File: src/rtl/drv_pwm.sv
// Dead-time-protected complementary PWM driver: 2048-clock period, duty latched
// from drv_mag[11:1] once per period, Moore FSM with guaranteed off-gap at every switch.
module drv_pwm #(
  parameter int DEADTIME = 32
) (
  input  logic        clk,
  input  logic        rst,
  input  logic [11:0] drv_mag,
  input  logic        en,
  output logic [10:0] duty_lat,
  output logic        PWM_synch,
  output logic        high_side,
  output logic        low_side
);

  typedef enum logic [1:0] {IDLE, DEAD, HI, LO} state_t;

  localparam logic [7:0] DEAD_LOAD = 8'(DEADTIME - 1);

  state_t      state_reg;
  logic [10:0] cnt_reg;
  logic [7:0]  dcnt_reg;
  logic        pwm_raw;
  logic        unused_mag_lsb;

  // Only the upper 11 bits of the PID magnitude carry duty resolution.
  assign unused_mag_lsb = drv_mag[0];

  assign PWM_synch = (cnt_reg == 11'h7FF);
  assign pwm_raw   = (cnt_reg < duty_lat);

  always_ff @(posedge clk) begin
    if (rst) begin
      cnt_reg  <= '0;
      duty_lat <= '0;
    end else begin
      cnt_reg <= cnt_reg + 11'd1;
      if (PWM_synch)
        duty_lat <= drv_mag[11:1];
    end
  end

  // Outputs are registered alongside the state so they always equal (state==HI/LO).
  always_ff @(posedge clk) begin
    if (rst) begin
      state_reg <= IDLE;
      dcnt_reg  <= '0;
      high_side <= 1'b0;
      low_side  <= 1'b0;
    end else if (!en) begin
      state_reg <= IDLE;
      high_side <= 1'b0;
      low_side  <= 1'b0;
    end else begin
      case (state_reg)
        IDLE: begin
          state_reg <= DEAD;
          dcnt_reg  <= DEAD_LOAD;
        end
        DEAD: begin
          if (dcnt_reg != 8'd0) begin
            dcnt_reg <= dcnt_reg - 8'd1;
          end else if (pwm_raw) begin
            state_reg <= HI;
            high_side <= 1'b1;
          end else begin
            state_reg <= LO;
            low_side  <= 1'b1;
          end
        end
        HI: begin
          if (!pwm_raw) begin
            state_reg <= DEAD;
            dcnt_reg  <= DEAD_LOAD;
            high_side <= 1'b0;
          end
        end
        LO: begin
          if (pwm_raw) begin
            state_reg <= DEAD;
            dcnt_reg  <= DEAD_LOAD;
            low_side  <= 1'b0;
          end
        end
        default: begin
          state_reg <= IDLE;
          high_side <= 1'b0;
          low_side  <= 1'b0;
        end
      endcase
    end
  end

endmodule
File: config.mk
export PLATFORM = sky130hd
export DESIGN_NAME = drv_pwm
export DESIGN_NICKNAME = d
export VERILOG_FILES = /design/src/rtl/drv_pwm.sv
export SDC_FILE = /design/constraint.sdc
export NUM_CORES = 1
export LEC_CHECK = 0
export CELL_PAD_IN_SITES_DETAIL_PLACEMENT = 1
export CELL_PAD_IN_SITES_GLOBAL_PLACEMENT = 1
export CORE_MARGIN = 2
export CORE_UTILIZATION = 39
export CTS_CLUSTER_DIAMETER = 30
export CTS_CLUSTER_SIZE = 24
export DETAILED_ROUTE_END_ITERATION = 10
export PLACE_DENSITY_LB_ADDON = 0.1
export SYNTH_ARGS = -nofsm -noshare
export SYNTH_HDL_FRONTEND = slang
export SYNTH_SLANG_ARGS = --single-unit
export TNS_END_PERCENT = 100
File: constraint.sdc
create_clock -name clk -period 2.3 [get_ports clk]
set_input_delay 0.46 -clock clk [delete_from_list [all_inputs] [get_ports clk]]
set_output_delay 0.46 -clock clk [all_outputs]
set_load 0.01 [all_outputs]
==> results.md <==
Timing:
- The worst-margin pin slew is 0.4660 ns.
- The clock tree skew after final layout is 0.006399 ns.
- The count of final hold-check violations is 0.
- The final setup violation count is 0.
- Setup slack on the critical path of the routed design comes to 0.02644 ns.
- The worst max-slew margin expressed relative to the limit is 68.84%.
- The minimum clock period is 2.274 ns.
- The maximum frequency from static timing analysis is 439.8 MHz.
- The ratio of final minimum period to clock period is 98.85%.
- The number of max-slew violations in the final report came to 0.

Power:
- Sequential cells burn 49.4% of the power.
- Summed over all nets, the switching power comes to 334.4 µW.
- VDD sags by at most 0.3309 mV.
- The switching part of the total power is 26.32%.
- Dividing total power by cell area gives a power density of 549.1 mW/mm².
- Overall power consumption after layout is estimated at 1270 µW.
- The design internal power is 936.1 µW.
- The power share of the clock group is 36.7%.
- In this run, the combinational gates consume 13.9% of the power.
- Summed over all cells, the static leakage comes to 0.0009674 µW.

Route:
- The via-per-instance ratio is 5.253.
- The post-detailed-routing wire length is 4.450 mm.
- The antenna violation net count after detailed routing is 0.
- The pre-antenna-repair detailed-routing pass consisted of 4 iterations.
- The vias after detailed routing is 1,539.
- The first routing iteration left 32 violations.
- The average wire per standard cell is 15.19 µm.
- In the routed design, unresolved DRC markers number 0.

Yosys:
- The post-synthesis cell count is 199.
- In this run the cell area of the synthesized design comes to 0.001729 mm².
- The share of the yosys chip area belonging to registers is 39.36%.
- The share of Yosys cell area claimed by the top area cell type is 39.36%.
- In the post-synthesis netlist, the biggest area contributors are sky130_fd_sc_hd__dfxtp_1 39%, sky130_fd_sc_hd__ha_1 9.4%, sky130_fd_sc_hd__nor2_1 7.2%.
- The post-synth net total is 227.
- The distinct cell type count of the synthesized netlist is 38.
- By count the netlist is led by 34 x sky130_fd_sc_hd__dfxtp_1, 33 x sky130_fd_sc_hd__nor2_1, 15 x sky130_fd_sc_hd__nand2_1, 14 x sky130_fd_sc_hd__a21oi_1.
- Counting flops and latches in the post-synthesis netlist gives 34.
- Dividing the synthesized area by the synthesized cell count gives 8.689 µm².
- The proportion of synthesized flip-flops having asynchronous set or reset is 0%.
- The most used standard cell by instance count after synthesis is sky130_fd_sc_hd__dfxtp_1.
- Yosys mapped a number of flops with a built-in enable equal to 0.
- The Yosys step of the flow raised 0 warnings.
- The commonest register cell after synthesis is sky130_fd_sc_hd__dfxtp_1.
- Summed over all instances, the cell type with the most area after synthesis is sky130_fd_sc_hd__dfxtp_1.

Run status:
- The run finished with clean final reports.

GRT:
- The first global-routing pass estimated 7.424 mm of wire.
- The global route total overflow is 0.
- The global-route total usage across every layer is 18.58%.
- Entering global routing, the biggest net connects 17 pins.
- The number of global-route vias before repair is 1,611.
- The initial antenna violation count is 0.

Setup path:
- Among cell families on the critical path, the largest total delay comes from simple AND/OR/NAND/NOR gates.
- The critical path capture point type is a register.
- Setup slack on the worst reg-to-reg path comes out at 0.03 ns.
- The terminus of the critical flop-to-flop path is dcnt_reg[1]$_SDFFE_PP0P_.
- Along the worst path, the maximum fanout reaches 8.
- Tracing the worst setup path back leads to its startpoint at duty_lat[7]$_SDFFE_PP0P_.
- The number of cell instances on the worst register-to-register path is 8.
- The critical path's largest stage delay is 0.47 ns.
- The critical-path cell with the highest stage delay is sky130_fd_sc_hd__or4b_4.
- Data on the critical path is required at its endpoint by 2.48 ns.
- The category of the worst setup path launch point is a register.
- The critical path goes through inv_1 -> ha_1 -> nand4_2 -> nor2_1 -> a41oi_2 -> or4b_4 -> o2111a_2 -> mux2_4.
- The launch point of the worst reg-to-reg path is duty_lat[7]$_SDFFE_PP0P_.
- The capture point of the worst path is dcnt_reg[1]$_SDFFE_PP0P_.
- The number of buffers and inverters on the critical path is 1.
- The critical path in this run is classified as reg -> reg.
- The instance count on the critical path is 8.
- At the worst endpoint, the arrival time is 2.45 ns.

Worst hold path:
- In this run the worst hold path is classified as reg -> reg.

Clocking:
- The TritonCTS buffer count is 5.
- After clock tree synthesis, the clock-pin slew on the worst setup and hold paths is 0.08 ns.
- The maximum level of the CTS H-tree is 2.
- TritonCTS built the clock tree.
- The number of sinks handled by clock tree synthesis is 34.
- The longest clock path from root to sink contains 2 buffers.
- The later pin in the worst-skew pair is clocked with a latency of 0.29 ns.
- The clock tree root driver cell is sky130_fd_sc_hd__clkbuf_8.

Place:
- OpenSTA, run right after detailed placement, puts the worst setup slack at -0.01438 ns.
- The post-detailed-placement cell area is 0.002135 mm².
- The detailed placement HPWL is 3.342 mm.
- The final weighted congestion in routability-driven placement is 0.7596.
- The total of buffers placed on input and output ports is 27.

Layout:
- The post-route netlist has 19.50% of its cells at a drive strength greater than 1.
- The area growth from synthesis to layout is 33.79%.
- After routing the design area is 0.002313 mm².
- The net count of the finished layout is 268.
- 0 antenna diodes ended up in the layout.

Floorplanning:
- From left edge to right edge, the die measures 70.59 µm.
- The die outline height is 70.59 µm.
- The core region is 0.004324 mm².
- The floorplan has 24 rows.
- The total I/O pin count is 29.
- The die covers 0.004982 mm².
- The starting density of the core is 39.99%.

Run:
- Across the run, the number of max-cap violations was 0.
==> layout by cell type, fill, tap and decap left out, types with 2 or more instances in the layout <==
cell and instances:
sky130_fd_sc_hd__inv_1 13, sky130_fd_sc_hd__ha_1 9, sky130_fd_sc_hd__ha_4 4, sky130_fd_sc_hd__buf_4 12, sky130_fd_sc_hd__nand2b_1 5, sky130_fd_sc_hd__nand4_1 3, sky130_fd_sc_hd__xnor2_1 5, sky130_fd_sc_hd__dfxtp_2 8
sky130_fd_sc_hd__o21a_1 2, sky130_fd_sc_hd__nor2b_1 3, sky130_fd_sc_hd__a311oi_2 2, sky130_fd_sc_hd__o21ai_1 3, sky130_fd_sc_hd__nor3_1 3, sky130_fd_sc_hd__nor2_1 32, sky130_fd_sc_hd__and2_1 2, sky130_fd_sc_hd__clkdlybuf4s50_1 26
sky130_fd_sc_hd__xor2_1 5, sky130_fd_sc_hd__clkbuf_8 6, sky130_fd_sc_hd__dfxtp_1 25, sky130_fd_sc_hd__a21oi_1 12, sky130_fd_sc_hd__nand3_1 8, sky130_fd_sc_hd__nand2_1 14, sky130_fd_sc_hd__mux2i_1 11, sky130_fd_sc_hd__and3_1 2
sky130_fd_sc_hd__a21oi_2 2
==> worst min-delay path by stage <==
stage	from	to	slack, ns	depth (start not counted)
CTS	cnt_reg[0]$_SDFF_PP0_	cnt_reg[0]$_SDFF_PP0_	0.48	1
floorplan	cnt_reg[0]$_SDFF_PP0_	cnt_reg[0]$_SDFF_PP0_	0.43	1
finish	cnt_reg[0]$_SDFF_PP0_	cnt_reg[0]$_SDFF_PP0_	0.47	1
global route	high_side$_SDFFE_PP0P_	high_side$_SDFFE_PP0P_	0.52	2
global placement	cnt_reg[0]$_SDFF_PP0_	cnt_reg[0]$_SDFF_PP0_	0.44	1
detailed placement	cnt_reg[0]$_SDFF_PP0_	cnt_reg[0]$_SDFF_PP0_	0.47	1
==> stage by stage <==
step / hold slack [ns] / util (%) / TNS (ns) / cells
final: 0.4712 / 53.50 / 0 / 293
after global routing: 0.5231 / 53.50 / -0.08041 / 293
after global placement: 0.4442 / 49.36 / 0 / 285
after floorplan: 0.4261 / - / 0 / 199
after CTS: 0.4848 / 51.79 / 0 / 293
after detailed placement: 0.4681 / 49.36 / -0.01438 / 285
==> area by class of cell <==
class	instances	area [µm²]
multi-input cells	146	1051
clock inverters	1	5.005
well taps	52	65.06
fillers	522	2011
flip-flops and latches	34	694.4
repair buffers	39	359.1
clock buffers	7	86.33
inverters	14	52.55
==> per-layer routing <==
layer  global-route usage [%]  wire length (µm)  share of wire [%]
met5                        0                 0                  0
met1                    22.27              2017                 45
met4                    6.709                80                1.8
met2                    31.76              2179                 49
met3                    5.413               173                3.9
==> power by group through the flow <==
stage          clock [µW]  sequential (µW)  combinational, µW
6_report              467              627                177
3_3_place_gp            0              639                162
2_1_floorplan           0              636                104
4_1_cts               477              626                172
5_1_grt               511              630                197
3_5_place_dp            0              641                171
==> logic make-up after synthesis <==
kind of cell	after synthesis	synth area share [%]
xor gates and xnor gates	10	5.065
DFF	34	39.36
buffers and inverters	19	4.196
adders and majority gates	13	9.407
and+or+nand+nor	79	21.78
AOI/OAI and AO/OA	32	12.95
muxes	12	7.236
==> repair_timing <==
action | in CTS | in global routing
resized for setup | 8 | 14
pin swaps | 1 | 1
setup buffers | 0 | 0
hold buffers | 0 | 0
setup endpoints to repair | 2 | 3
(Power assumes the default switching activity.)
